`config.mk`:
```
export PLATFORM = sky130hd
export DESIGN_NAME = stream_demux_reg
export DESIGN_NICKNAME = d
export VERILOG_FILES = /design/src/rtl/stream_demux_reg_pkg.sv /design/src/rtl/stream_demux_reg_ch.sv /design/src/rtl/stream_demux_reg.sv
export SDC_FILE = /design/constraint.sdc
export NUM_CORES = 1
export LEC_CHECK = 0
export ABC_AREA = 1
export CORE_ASPECT_RATIO = 1.1
export CORE_UTILIZATION = 35
export CTS_BUF_LIST = sky130_fd_sc_hd__clkbuf_4 sky130_fd_sc_hd__clkbuf_8
export DETAILED_ROUTE_END_ITERATION = 16
export DONT_BUFFER_PORTS = 1
export HOLD_SLACK_MARGIN = 0.03
export PLACE_DENSITY = 0.49
export SKIP_CTS_REPAIR_TIMING = 1
export SYNTH_ARGS = -nofsm -noshare
export SYNTH_HDL_FRONTEND = slang
export SYNTH_SLANG_ARGS = --single-unit
```
`constraint.sdc`:
```
create_clock -name clk -period 1.9 [get_ports clk]
set_input_delay 0.19 -clock clk [delete_from_list [all_inputs] [get_ports clk]]
set_output_delay 0.19 -clock clk [all_outputs]
set_load 0.02 [all_outputs]
```
`src/rtl/stream_demux_reg_pkg.sv`:
```
// stream_demux_reg_pkg: default parameters and channel slice helper for the stream demux
package stream_demux_reg_pkg;
    localparam int DEF_DATA_W = 8;
    localparam int DEF_NUM_CH = 4;
    localparam int DEF_SEL_W  = 2;
    localparam int DEF_DROP_W = 8;
    function automatic int ch_lo(input int c, input int w);
        return c * w;
    endfunction
endpackage

```
`src/rtl/stream_demux_reg_ch.sv`:
```
// stream_demux_reg_ch: one-entry output register slice with drain and same-cycle reload
module stream_demux_reg_ch #(
    parameter int DATA_W = 8
) (
    input  logic              clk,
    input  logic              rst,
    input  logic              load,
    input  logic [DATA_W-1:0] d,
    input  logic              ready,
    output logic              valid,
    output logic [DATA_W-1:0] q
);
    logic              valid_q, valid_d;
    logic [DATA_W-1:0] q_q, q_d;
    always_comb begin
        valid_d = load | (valid_q & ~ready);
        q_d     = load ? d : q_q;
    end
    always_ff @(posedge clk or posedge rst) begin
        if (rst) begin
            valid_q <= 1'b0;
            q_q     <= '0;
        end else begin
            valid_q <= valid_d;
            q_q     <= q_d;
        end
    end
    assign valid = valid_q;
    assign q     = q_q;
endmodule

```
`src/rtl/stream_demux_reg.sv`:
```
// stream_demux_reg: registered 1-to-NUM_CH stream demux with broadcast and out-of-range drop counting
module stream_demux_reg
    import stream_demux_reg_pkg::*;
#(
    parameter int DATA_W = DEF_DATA_W,
    parameter int NUM_CH = DEF_NUM_CH,
    parameter int SEL_W  = DEF_SEL_W,
    parameter int DROP_W = DEF_DROP_W
) (
    input  logic                     clk,
    input  logic                     rst,
    input  logic                     in_valid,
    output logic                     in_ready,
    input  logic [DATA_W-1:0]        in_data,
    input  logic [SEL_W-1:0]         in_sel,
    input  logic                     in_bcast,
    output logic [NUM_CH-1:0]        out_valid,
    input  logic [NUM_CH-1:0]        out_ready,
    output logic [NUM_CH*DATA_W-1:0] out_data,
    output logic [DROP_W-1:0]        drop_cnt
);
    logic [NUM_CH-1:0] free, tgt, load;
    logic              in_range, accept, drop;
    logic [DROP_W-1:0] drop_q, drop_d;
    // out-of-range unicasts target no channel and are always accepted
    always_comb begin
        free     = ~out_valid | out_ready;
        in_range = 32'(in_sel) < NUM_CH;
        tgt      = in_bcast ? '1 : in_range ? NUM_CH'(1) << in_sel : '0;
        in_ready = ~rst & (in_bcast ? &free : in_range ? |(tgt & free) : 1'b1);
        accept   = in_valid & in_ready;
        load     = accept ? tgt : '0;
        drop     = accept & ~in_bcast & ~in_range;
        drop_d   = (drop && drop_q != '1) ? drop_q + 1'b1 : drop_q;
    end
    always_ff @(posedge clk or posedge rst) begin
        if (rst) drop_q <= '0;
        else     drop_q <= drop_d;
    end
    assign drop_cnt = drop_q;
    for (genvar c = 0; c < NUM_CH; c++) begin : g_ch
        stream_demux_reg_ch #(.DATA_W(DATA_W)) u_ch (
            .clk   (clk),
            .rst   (rst),
            .load  (load[c]),
            .d     (in_data),
            .ready (out_ready[c]),
            .valid (out_valid[c]),
            .q     (out_data[ch_lo(c, DATA_W) +: DATA_W])
        );
    end
endmodule
```
==> metrics.yaml, run 1 <==
outcome: "complete, but fails checks"
violations: "DRC"
grt_antenna_before_repair: 0
nNetsFinal: 224
synthCells: 203
hp-class: "in2reg"
totalWireLength_um: 4280
fin_worst_skew_ns: 0.00688
power.internal_w: 0.00136
leakage_nw: 1.03
drt-vias-per-instance: 5.14
root_buffer: "clkbuf_8"
grt_pass1_wl_um: 6670
netlist_top_cells_area: "dfrtp_1 49%, nand2_1 16%, nand4_1 11%"
cts_tree: "built"
clockBufferDepth: 2
fillers: 498
cts_htree_levels: 2
slew_violations: 0
avgRoutedWirePerCell_um: 16.1
cts.sinks: 36
power_frac_comb: 0.162
post-route-min-period_ns: 1.80
initial_core_util: 0.365
cp_data_required_time_ns: 1.71
drc: 6
dpl.hpwl_um: 3050
critPathLaunchType: "flip-flop"
netlist_area_mm2: 0.00183
synth-warning-count: 0
grtUsageTotal: 0.160
power_density_mw_per_mm2: 1090
cts.reportedPaths.clkPinSlew_ns: 0.08
drt_first_iter_violations: 50
synth_seq_cells: 36
power_switching_w: 0.000815
max-vdd-ir-drop_v: 0.000491
critical-path-slowest-cell: "dfrtp_2"
seqPwrFrac: 0.578
rrSetupSlack_ns: 0.33
area_growth_pct: 9.25
path_cells: "nand2_2 > nand2_1 > o21ai_1 > nand2_1 > nor2_4 > buf_12 > buf_12"
critical-path-max-stage-delay_ns: 0.47
setup-violations-final: 0
cts_made_buffers: 5
gp_congestion: 0.716
worstReg2RegEnd: "g_ch[1].u_ch.q[4]"
die_x_um: 70.9
swShare: 0.375
ios: 63
io_buffers: 0
avgSynthCellArea_um2: 8.99
yosysUniqueCellTypes: 20
fin_tns_setup_ns: 0
die_h_um: 77.7
coreArea_mm2: 0.00500
layout-drive-gt1-share: 0.198
critPathTopFamily: "flip-flops"
holdPathStages: 2
insertion_delay_ns: 0.28
max_freq_mhz: 556
path_buf_inv: 2
path_class: "reg2out"
hold_ws_ns: 0.0455
r2r-start: "g_ch[1].u_ch.valid"
die_area_mm2: 0.00551
final-hold-violation-count: 0
firstDrtPassIters: 10
n_antenna_cell: 0
dr_total_vias: 1362
yosysMostFrequentCell: "nand2_1"
final_antenna_net_count: 0
synth_common_cells: "78 x nand2_1, 36 x dfrtp_1, 32 x nand4_1, 12 x buf_4, 8 x inv_1"
synth.top_cell.area_share: 0.493
period_share: 0.947
fp-row-count: 27
ys_async_sr_fraction: 1.00
critPathCaptureType: "output port"
clkPwrFrac: 0.260
synth_enable_flop_cells: 0
grt_start_max_net_pins: 37
grt_pass1_vias: 1299
r2r_cells: 9
crit_fanout: 17
worst_hold_startpoint: "in_data[6]"
hold_end: "g_ch[2].u_ch.q[6]"
synth-main-ff-cell: "dfrtp_1"
rsz0062_at_grt: "false"
grt_overflow_total: 0
cap_violations: 0
yosysTopAreaCell: "dfrtp_1"
synth-seq-area-share: 0.493
cp_data_arrival_time_ns: 1.61
[per-layer routing]
layer / vias to the layer above / track usage / part of all wire
met5: - / 0 / 0
met4: 0 / 0.0560 / 0.0094
met3: 4 / 0.0688 / 0.10
met2: 53 / 0.248 / 0.49
met1: 643 / 0.199 / 0.39
li1: 662 / - / -
[final cells by class]
cell class / count / area, µm² / share of cell area
Multi-Input combinational cell: 145 / 778 / 0.390
Inverter: 10 / 37.5 / 0.0188
Clock buffer: 6 / 82.6 / 0.0414
Sequential cell: 36 / 903 / 0.453
Timing Repair Buffer: 8 / 105 / 0.0527
Clock inverter: 2 / 15.0 / 0.00753
Tap cell: 58 / 72.6 / 0.0364
[power groups by stage]
stage	combinational [W]	sequential, W	clock (W)
after floorplan	0.000317	0.00123	0
after global routing	0.000407	0.00128	0.000622
after detailed placement	0.000338	0.00127	0
after global placement	0.000330	0.00127	0
final	0.000353	0.00126	0.000565
after CTS	0.000339	0.00126	0.000594
[flip-flops by register name, summed over array words and instances, names as in the netlist]
register,flops
g_ch.u_ch.valid,4
g_ch.u_ch.q,32
[cell usage in the layout (no fill, tap or decap), types with 4 or more instances in the layout]
cell	count
buf_4	4
clkbuf_8	6
conb_1	8
dfrtp_1	34
inv_1	8
nand2_1	76
nand2_2	9
nand2_4	4
nand4_1	32
nand4_4	4
nor2_1	5
[metrics by stage]
step | setup WS [ns] | cell area [µm²] | power, W | util | cells
2_1_floorplan | 0.149 | 1850 | 0.00154 | - | 210
3_3_place_gp | 0.340 | 1850 | 0.00160 | 0.369 | 254
3_5_place_dp | 0.286 | 1850 | 0.00161 | 0.369 | 254
4_1_cts | -0.0338 | 1940 | 0.00219 | 0.389 | 262
5_1_grt | 0.0292 | 1990 | 0.00231 | 0.399 | 265
6_report | 0.101 | 1990 | 0.00217 | 0.399 | 265
[cells by family after synthesis]
family	synth area share
DFF	0.493
other	0.00205
and+or+nand+nor	0.397
AOI/OAI and AO/OA	0.0103
buffers and inverters	0.0973
[how the worst max path moves through the flow]
stage                  startpoint                end  slack [ns]  cells past startpoint
2_1_floorplan                 rst  g_ch[0].u_ch.q[2]        0.15                      6
3_3_place_gp   g_ch[0].u_ch.valid  g_ch[0].u_ch.q[4]        0.34                      8
3_5_place_dp   g_ch[1].u_ch.valid           in_ready        0.29                      7
4_1_cts        g_ch[1].u_ch.valid           in_ready       -0.03                      7
5_1_grt        g_ch[1].u_ch.valid           in_ready        0.03                      7
6_report       g_ch[1].u_ch.valid           in_ready        0.10                      7
Note: power is estimated with default switching activity, not from simulation.
==> run 2, diff against run 1 <==
--- a/config.mk
+++ b/config.mk
@@ -12,7 +12,7 @@
 export DETAILED_ROUTE_END_ITERATION = 16
 export DONT_BUFFER_PORTS = 1
 export HOLD_SLACK_MARGIN = 0.03
-export PLACE_DENSITY = 0.49
+export PLACE_DENSITY = 0.47
 export SKIP_CTS_REPAIR_TIMING = 1
 export SYNTH_ARGS = -nofsm -noshare
 export SYNTH_HDL_FRONTEND = slang
==> run 2 against run 1 <==
The run still ends with DRC left. Core utilization decreased by 0.25 points. Sequential power about the same. Total power decreased by 0.26%. Highest routed layer unchanged. Count of clock-buffer cells in the layout stayed put. Global-route usage up 0.85 points. Via count increased by 0.81%. Routed wire length grew 6.2%. Fmax fell by 1.2%. Final cell count fell by 0.75%. Non-clock buffer count shrank 2.
==> metrics.yaml, run 2 (synthesis gave the netlist of run 1 again) <==
hp-class: "in2reg"
most-common-layout-cells: "74 x nand2_1, 32 x nand4_1, 32 x dfrtp_1, 11 x nand2_2"
layout-drive-gt1-share: 0.210
post-route-min-period_ns: 1.82
totalWireLength_um: 4540
drt_first_iter_violations: 84
grt_overflow_total: 0
power_density_mw_per_mm2: 1090
cp_data_required_time_ns: 1.71
crit_fanout: 17
avgRoutedWirePerCell_um: 17.3
leakage_nw: 1.02
die_x_um: 70.9
insertion_delay_ns: 0.28
gp_congestion: 0.808
drt-vias-per-instance: 5.22
root_buffer: "clkbuf_8"
grtUsageTotal: 0.168
max-vdd-ir-drop_v: 0.000476
nNetsFinal: 222
outcome: "complete, but fails checks"
ios: 63
violations: "DRC"
cts_made_buffers: 5
critical-path-max-stage-delay_ns: 0.47
io_buffers: 0
critPathTopFamily: "flip-flops"
fin_worst_skew_ns: 0.00358
die_area_mm2: 0.00551
path_class: "reg2out"
total_power_w: 0.00217
path_cells: "nand2_2 > nand2_1 > o21ai_0 > nand2_1 > nor2_4 > buf_12 > buf_12"
setup-violations-final: 0
grt_start_max_net_pins: 37
rsz0062_at_grt: "false"
die_h_um: 77.7
firstDrtPassIters: 14
fp-row-count: 27
area_growth_pct: 8.57
initial_core_util: 0.365
layout_commonest_cell: "nand2_1"
dpl.hpwl_um: 3190
n_antenna_cell: 0
max_freq_mhz: 549
final-hold-violation-count: 0
period_share: 0.958
largest_reg_flops: 32
critPathLaunchType: "flip-flop"
cap_violations: 0
grt_antenna_before_repair: 0
path_buf_inv: 2
cts.reportedPaths.clkPinSlew_ns: 0.07
coreArea_mm2: 0.00500
critical-path-slowest-cell: "dfrtp_2"
cp_data_arrival_time_ns: 1.63
final_antenna_net_count: 0
slew_violations: 0
critPathCaptureType: "output port"
fin_tns_setup_ns: 0
drc: 6
clockBufferDepth: 2
cts.sinks: 36
cts_tree: "built"
dr_total_vias: 1373
grt_pass1_vias: 1345
grt_pass1_wl_um: 7010
cts_htree_levels: 2
==> run 2: cell count changes in the layout (fill, tap and decap cells not counted), sizes merged <==
cell	delta
clkinv	+2
clkinvlp	-2
buf	-2
==> run 2: per-stage QoR <==
step	hold slack (ns)	utilization	setup slack [ns]	std cells	instance area [µm²]
6_report	0.0496	0.396	0.0792	263	1980
5_1_grt	0.0362	0.396	0.00732	263	1980
4_1_cts	-0.0572	0.385	0.00397	260	1920
3_5_place_dp	0.247	0.366	0.287	252	1830
3_3_place_gp	0.241	0.366	0.332	252	1830
2_1_floorplan	0.339	-	0.149	210	1850
==> run 2: cell type report <==
| class | count | area, µm² |
|---|---|---|
| Fill cell | 510 | 3020 |
| Sequential cell | 36 | 906 |
| Multi-Input combinational cell | 145 | 783 |
| Timing Repair Buffer | 6 | 90.1 |
| Clock buffer | 6 | 82.6 |
| Tap cell | 58 | 72.6 |
| Inverter | 10 | 37.5 |
| Clock inverter | 2 | 10.0 |
==> run 2: path summary, 6_finish.rpt <==
check	from	end	slack (ns)	cells after the start
worst max-delay path	g_ch[1].u_ch.valid	in_ready	0.08	7
worst min-delay path	in_data[6]	g_ch[1].u_ch.q[6]	0.05	2
worst max register to register	g_ch[1].u_ch.valid	g_ch[0].u_ch.q[0]	0.30	9
worst min register to register	g_ch[3].u_ch.q[7]	g_ch[3].u_ch.q[7]	0.61	2
max in group asynchronous	rst	g_ch[3].u_ch.valid	1.04	3
min in group asynchronous	rst	g_ch[2].u_ch.q[7]	0.51	3
==> run 2: metal layers <==
metal / vias up / wire [µm] / global-route usage
met2: 59 / 2160 / 0.273
met3: 4 / 452 / 0.0727
met1: 656 / 1880 / 0.201
met4: 0 / 41 / 0.0540
li1: 654 / - / -
met5: - / 0 / 0
==> run 2: where the power goes <==
group | switching [W] | internal [W]
combinational | 0.000218 | 0.000129
sequential | 0.000333 | 0.000933
clock | 0.000266 | 0.000289
total | 0.000817 | 0.00135
==> RTL change, RTL diff (settings of run 1) <==
Reset style: synchronous (`rst`), changed in 2 clocked blocks.
--- a/src/rtl/stream_demux_reg_ch.sv
+++ b/src/rtl/stream_demux_reg_ch.sv
@@ -18,3 +18,3 @@
     end
-    always_ff @(posedge clk or posedge rst) begin
+    always_ff @(posedge clk) begin
         if (rst) begin
--- a/src/rtl/stream_demux_reg.sv
+++ b/src/rtl/stream_demux_reg.sv
@@ -35,3 +35,3 @@
     end
-    always_ff @(posedge clk or posedge rst) begin
+    always_ff @(posedge clk) begin
         if (rst) drop_q <= '0;
Behaviour: differs if rst is asserted again (counterexample within 4 cycles, from zero or initial values and one cycle with rst high); with rst held inactive, the same outputs for 10 cycles.
==> RTL change against run 1 <==
Final area rose by 11%; sequential cell count is the same; worst setup slack better by 100 ps; register-to-register slack hardly changed; wire length up 12%; power down 17%; synthesized area is 16% higher; critical path type unchanged; critical endpoint unchanged; largest power group unchanged.
==> RTL change: results (changes against run 1) <==
metric	value	unit	change
status	finished, final reports clean		
gp_congestion	0.758		+5.9%
yosysMostFrequentCell	inv_1		
hold_end	g_ch[2].u_ch.q[1]		
finalClockSkew	6.37	ps	-0.515 ps
whs_path_depth	3		+1
slowest_delay	380	ps	-90 ps
worstReg2RegEnd	g_ch[3].u_ch.q[4]		
grt_pass1_wl	8180	um	+23%
largest_reg_flops	32		unchanged
synth_seq_area_share	0.339		-0.154
synth_cell_types	21		+5.0%
wl	4810	um	+12%
drt_pass1_iterations	4		-6
fin_nets	324		+45%
synth_ff_type	dfxtp_1		
ys_async_sr_fraction	0		-1.00
place_ws	368	ps	+82.3 ps
fillCellCount	656		+32%
dpl_cell_area	2110	um2	+14%
worstPathArrival	1510	ps	-100 ps
drtIter0Drc	82		+64%
period_share	0.894		-0.0525
grt_pass1_vias	1660		+28%
netlist_top_cells_count	80 x inv_1, 76 x nand2_1, 36 x dfxtp_1		
cellLeakagePower	1.12	nW	+9.2%
max-vdd-ir-drop	0.000240	V	-51%
endpoint	in_ready		
## RTL change: changes by cell type in the layout (fill, tap and decap cells not counted), moves of 4 or more
cell | before | now
dfxtp_1 | 0 | 36
nor2_1 | 5 | 25
nand2_2 | 9 | 4
inv_1 | 8 | 80
dfrtp_1 | 34 | 0
nor2_2 | 1 | 13
a21oi_1 | 1 | 5
## RTL change: power breakdown
group / total, mW / switching (mW) / internal, mW
Clock: 0.608 / 0.284 / 0.325
Combinational: 0.303 / 0.202 / 0.101
Sequential: 0.895 / 0.0911 / 0.804
## RTL change: worst max-delay path: cells and delay by family (launching register included)
family | cells | cell delay [ps]
AOI/OAI and AO/OA | 1 | 180
and+or+nand+nor | 4 | 460
buffers and inverters | 1 | 200
DFF | 1 | 380
## RTL change: cell type report
class	instances	area [um2]	area share
Multi-Input combinational cell	177	937	0.422
Timing Repair Buffer	4	45.0	0.0203
Sequential cell	36	721	0.325
Inverter	82	322	0.145
Tap cell	77	96.3	0.0434
Clock buffer	8	97.6	0.0440
## RTL change: cell families (layout without fill, tap and decap cells)
kind of cell    count (synthesis)  in the layout  share of synthesized area
buf+inv                       104             94                      0.232
flops                          36             36                      0.339
simple gates                  162            162                      0.409
other cells                     1              8                    0.00177
compound gates                  7              7                     0.0183
## RTL change: per-stage QoR
step / hold slack [ps] / instances
global route: 119 / 384
detailed placement: 263 / 375
floorplan: 259 / 317
CTS: -49.7 / 383
finish: 101 / 384
global placement: 262 / 375
## RTL change: per-layer routing
layer	GRT usage	share of wire	vias to the layer above
li1	-	-	902
met1	0.194	0.45	734
met2	0.273	0.46	50
met3	0.0612	0.073	4
met4	0.0507	0.0091	0
met5	0	0	-
